### src/rtl/res_serie_v1_pkg.sv
// Shared definitions for the bit-serial subtractor: controller state
// encoding and the state type used by the top level.
package res_serie_v1_pkg;

  // Controller state encoding (2 bits, legacy-compatible constants)
  typedef logic [1:0] state_t;

  localparam state_t ST_IDLE  = 2'b00;
  localparam state_t ST_RESTA = 2'b01;
  localparam state_t ST_FIN   = 2'b10;

endpackage

### src/rtl/res1_v1.sv
// One-bit full subtractor: diff = x - y - bi, bor set on underflow.
module res1_v1 (
  output logic diff,
  output logic bor,
  input  logic x,
  input  logic y,
  input  logic bi
);

  // Pure combinational cell; no state.
  always_comb begin
    diff = x ^ y ^ bi;
    bor  = (~x & y) | (~(x ^ y) & bi);
  end

endmodule

### src/rtl/res_serie_v1.sv
// Bit-serial W-bit subtractor, D = A - B - b_in, LSB first, one bit per
// clock over a start/done handshake. A single full-subtractor cell works on
// the low bits of two right-shifting operand registers, the borrow is carried
// between cycles in a flip-flop and the difference bits are shifted in from
// the MSB side of a result register.
module res_serie_v1
  import res_serie_v1_pkg::*;
#(
  parameter int W  = 4,
  parameter int CW = 3
) (
  input  logic         clk,
  input  logic         rst_n,
  input  logic         start,
  input  logic [W-1:0] a,
  input  logic [W-1:0] b,
  input  logic         b_in,
  output logic         busy,
  output logic         done,
  output logic [W-1:0] d,
  output logic         b_out,
  output logic         ovf
);

  state_t        state;
  logic [W-1:0]  sa;        // minuend, shifted right each bit
  logic [W-1:0]  sb;        // subtrahend, shifted right each bit
  logic [W-1:0]  sr;        // partial result, filled from the MSB side
  logic          borrow;    // borrow into the bit being processed
  logic          msb_bi;    // borrow into the MSB, kept for ovf
  logic [CW-1:0] cnt;       // index of the bit being processed
  logic          diff;
  logic          bor;
  logic          accept;
  logic          last_bit;

  // The single arithmetic cell of the datapath
  res1_v1 u_cell (
    .diff (diff),
    .bor  (bor),
    .x    (sa[0]),
    .y    (sb[0]),
    .bi   (borrow)
  );

  // Handshake flags decode straight from the registered state
  always_comb begin
    busy     = (state == ST_RESTA);
    done     = (state == ST_FIN);
    accept   = start && ((state == ST_IDLE) || (state == ST_FIN));
    last_bit = (cnt == CW'(W - 1));
  end

  // Controller and datapath registers; reset aborts any operation in flight
  always_ff @(posedge clk or negedge rst_n) begin
    if (!rst_n) begin
      state  <= ST_IDLE;
      sa     <= '0;
      sb     <= '0;
      sr     <= '0;
      borrow <= 1'b0;
      msb_bi <= 1'b0;
      cnt    <= '0;
      d      <= '0;
      b_out  <= 1'b0;
      ovf    <= 1'b0;
    end else begin
      // NOTE: non-blocking assignments here, so every term on the right is the
      // pre-edge value; msb_bi latched at bit W-2 is read one edge later.
      case (state)
        ST_IDLE, ST_FIN: begin
          if (accept) begin
            sa     <= a;
            sb     <= b;
            borrow <= b_in;
            cnt    <= '0;
            state  <= ST_RESTA;
          end else begin
            state  <= ST_IDLE;
          end
        end
        ST_RESTA: begin
          sr     <= {diff, sr[W-1:1]};
          sa     <= sa >> 1;
          sb     <= sb >> 1;
          borrow <= bor;
          cnt    <= cnt + CW'(1);
          if (cnt == CW'(W - 2)) begin
            msb_bi <= bor;
          end
          if (last_bit) begin
            d     <= {diff, sr[W-1:1]};
            b_out <= bor;
            ovf   <= msb_bi ^ bor;
            state <= ST_FIN;
          end
        end
        default: state <= ST_IDLE;
      endcase
    end
  end

endmodule

### config.mk
export PLATFORM = sky130hd
export DESIGN_NAME = res_serie_v1
export DESIGN_NICKNAME = d
export VERILOG_FILES = /design/src/rtl/res_serie_v1_pkg.sv /design/src/rtl/res1_v1.sv /design/src/rtl/res_serie_v1.sv
export SDC_FILE = /design/constraint.sdc
export NUM_CORES = 1
export LEC_CHECK = 0
export CORE_ASPECT_RATIO = 1.1
export CORE_MARGIN = 5
export CORE_UTILIZATION = 46
export DETAILED_ROUTE_END_ITERATION = 6
export MAX_ROUTING_LAYER = met4
export PLACE_DENSITY = 0.8
export SLEW_MARGIN = 20
export SYNTH_ARGS = -nofsm -noshare
export SYNTH_HDL_FRONTEND = slang
export SYNTH_SLANG_ARGS = --single-unit
### constraint.sdc
create_clock -name clk -period 1.36 [get_ports clk]
set_input_delay 0.204 -clock clk [delete_from_list [all_inputs] [get_ports clk]]
set_output_delay 0.204 -clock clk [all_outputs]
set_load 0.1 [all_outputs]
==> results.yml <==
logic_synthesis:
  avgSynthCellArea_sq_um: 12.1
  synth_top_area_cell: "dfrtp_1"
  syn_nets: 113
  synth_warnings: 0
  synth-edff-count: 0
  synth_cell_types: 22
  syn-instance-count: 97
  synthTopCellsByArea: "dfrtp_1 (51%), mux2_2 (7.7%), mux2i_1 (6.8%), a211oi_1 (4.5%), nor2b_1 (4.3%)"
  synth_area_sq_um: 1170
  ys_seq_area_share_pct: 51.2
  ys.flop_type: "dfrtp_1"
  ys_seq_elements: 24
  synthArstFlopShare_pct: 100
  yosysTopAreaCellShare_pct: 51.2
route:
  firstDrtPassIters: 4
  ant_nets: 0
  finalWirelength_mm: 2.68
  vias_per_cell: 5.12
  wl_per_cell_um: 15.9
  drtIter0Drc: 9
  drc: 0
  vias: 866
timing:
  period_minus_slack_ps: 1440
  grt_setup_unrepaired: "true"
  slew_headroom_pct: 79.7
  layout_setup_ws_ps: -76.2
  post-route-period-util_pct: 106
  fmax_mhz: 696
  slew_viol_final: 0
  finalHoldViolCount: 0
  finalSetupViolations: 4
  fin_tns_setup_ps: -156
  worst_pin_slew_ps: 305
  finalClockSkew_ps: 13.4
global_routing:
  grtUsageTotal_pct: 14.7
  grtUsageMet2_pct: 23.4
  grt_max_degree: 25
  busiest_layer: "met2"
  antenna_found_initial: 0
  first_global_vias: 898
  grt_pass1_wl_mm: 4.00
  gr-usage-met1_pct: 18.1
  gr-total-overflow: 0
  gr-usage-met3_pct: 2.07
finish:
  diodes: 0
  nFillCells: 167
  nets: 155
  design_area_sq_um: 1800
  areaGrowthSynthToFinish_pct: 53.7
  seqCellArea_sq_um: 602
  drive_gt1_share_pct: 42.0
  stdcell_count: 169
  multi_input_area_sq_um: 582
floorplanning:
  dieArea_sq_um: 3660
  coreArea_sq_um: 2470
  die_h_um: 63.0
  initial_utilization_pct: 47.5
  num_rows: 19
  pin_count: 20
  fp.dieW_um: 58.2
place:
  dp.cells: 153
  io_buffers: 19
  detailed_place_hpwl_mm: 1.68
  post-place-ws_ps: -60.5
  placed_area_sq_um: 1550
  gp_congestion: 0.763
critical_path:
  crit_path_start_kind: "flip-flop"
  cp-end-kind: "output port"
  crit_cells: 3
  crit_arrival_ps: 1230
  crit_buf_inv: 2
  path_cells: "buf_6 -> nor2b_4 -> buf_12"
  critical_path.top_delay_family: "flip-flops"
  crit_slowest_cell: "dfrtp_2"
  cpPeakStageDelay_ps: 450
  cp_data_required_time_ps: 1160
  critPathMaxFanout: 4
  crit_type: "reg2out"
  reg2reg_depth: 4
clocking:
  clock_sinks: 24
  htreeDepth: 1
  cts_root_buf: "clkbuf_4"
  cts_buffers: 3
  cts_buffer_depth: 2
  clkLatencyLatePin_ps: 330
  cts.clk_slew.worst_paths_ps: 140
  cts_tree: "built"
run:
  cap_violations: 0
power:
  ir_worst_vdd_v: 0.00170
  power.leakage_nw: 0.825
  power_density_nw_per_um2: 2920
worst_hold_path:
  holdCritPathClass: "in2async"
run_status:
  violations: "setup timing"
  outcome: "finished, violations left"
==> flip-flops by register name, indices dropped and copies added (netlist names) <==
name and count:
d 4, sa 4, sb 4, cnt 3, sr 3, state 2
b_out 1, borrow 1, msb_bi 1, ovf 1
==> metrics by stage <==
step                      hold slack (ps)  power [mW]  util (%)
after floorplan                     -91.6        3.12         -
after global placement                493        3.99      62.7
after detailed placement              489        4.09      62.7
after CTS                             237        4.97      69.6
after global routing                  247        5.55      73.0
final                                 218        5.27      73.0
==> layout make-up <==
cell class              count  share of cell area (%)
clock inverters             1                    1.66
repair buffers             42                    27.9
inverters                   7                    1.46
multi-input cells          61                    32.2
well taps                  31                    2.15
clock buffers               3                    1.25
flip-flops and latches     24                    33.4
==> synth_stat cells, types with 2 or more instances <==
cell       n
a211oi_1   7
a21oi_1    7
a22o_1     4
buf_4      4
dfrtp_1   24
ha_1       3
inv_1      7
mux2_2     8
mux2i_1    8
nand2_1    3
nor2_1     2
nor2b_1    8
o21ai_0    3
==> layer usage <==
metal	wire length, um	vias to the layer above
met1	1120	405
li1	-	425
met4	68	0
met5	0	-
met3	111	9
met2	1380	27
==> path summary, 6_finish.rpt <==
| check | from | end | slack (ps) |
|---|---|---|---|
| max in group asynchronous | rst_n | state[1] | 900 |
| min in group clk | b[3] | sb[3] | 500 |
| worst max register to register | cnt[1] | d[3] | -10 |
| worst min-delay path | rst_n | sr[3] | 220 |
| worst max-delay path | state[1] | done | -80 |
| worst min register to register | sb[3] | sb[3] | 530 |
==> logic make-up (layout without fill, tap and decap cells) <==
logic type | count (synthesis) | count (layout) | share of synthesized area (%)
xor+xnor | 1 | 1 | 0.746
mux | 17 | 17 | 15.8
buf+inv | 12 | 53 | 5.22
fa+ha+maj | 4 | 4 | 4.90
simple gates | 17 | 17 | 9.81
compound gates | 22 | 22 | 12.4
flops | 24 | 24 | 51.2
==> cell usage in the layout (no fill, tap or decap) <==
cell             count
dfrtp_1             23
buf_4               16
clkdlybuf4s50_1     11
buf_12               9
mux2i_1              8
nor2b_1              7
a211oi_1             7
a21oi_1              7
inv_1                5
mux2_4               5
mux2_2               4
a22o_1               4
buf_6                4
nand2_1              3
clkbuf_4             3
nor2b_4              2
inv_2                2
ha_4                 2
nand3b_4             1
o21ai_2              1
nor2_1               1
and2b_2              1
nor2_4               1
a21o_1               1
o21ai_0              1
xor2_1               1
o21ai_1              1
nand3_2              1
fa_2                 1
ha_2                 1
bufinv_16            1
bufbuf_16            1
buf_8                1
dfrtp_2              1
==> power breakdown <==
part | total (mW) | internal, mW | leakage (nW) | switching, mW
clock network | 0.519 | 0.298 | 0.0279 | 0.221
logic | 3.37 | 1.69 | 0.507 | 1.68
registers | 1.38 | 1.06 | 0.290 | 0.312
total | 5.27 | 3.05 | 0.825 | 2.22
==> what timing repair did <==
item,in CTS,in global routing
buffers inserted,9,2
pin swaps,1,5
gates cloned,1,0
endpoints found under the hold margin,0,0
hold buffers,0,0
gates resized for setup,6,20
endpoints found under the setup margin,7,13
Power figures use the tool's default switching activity.
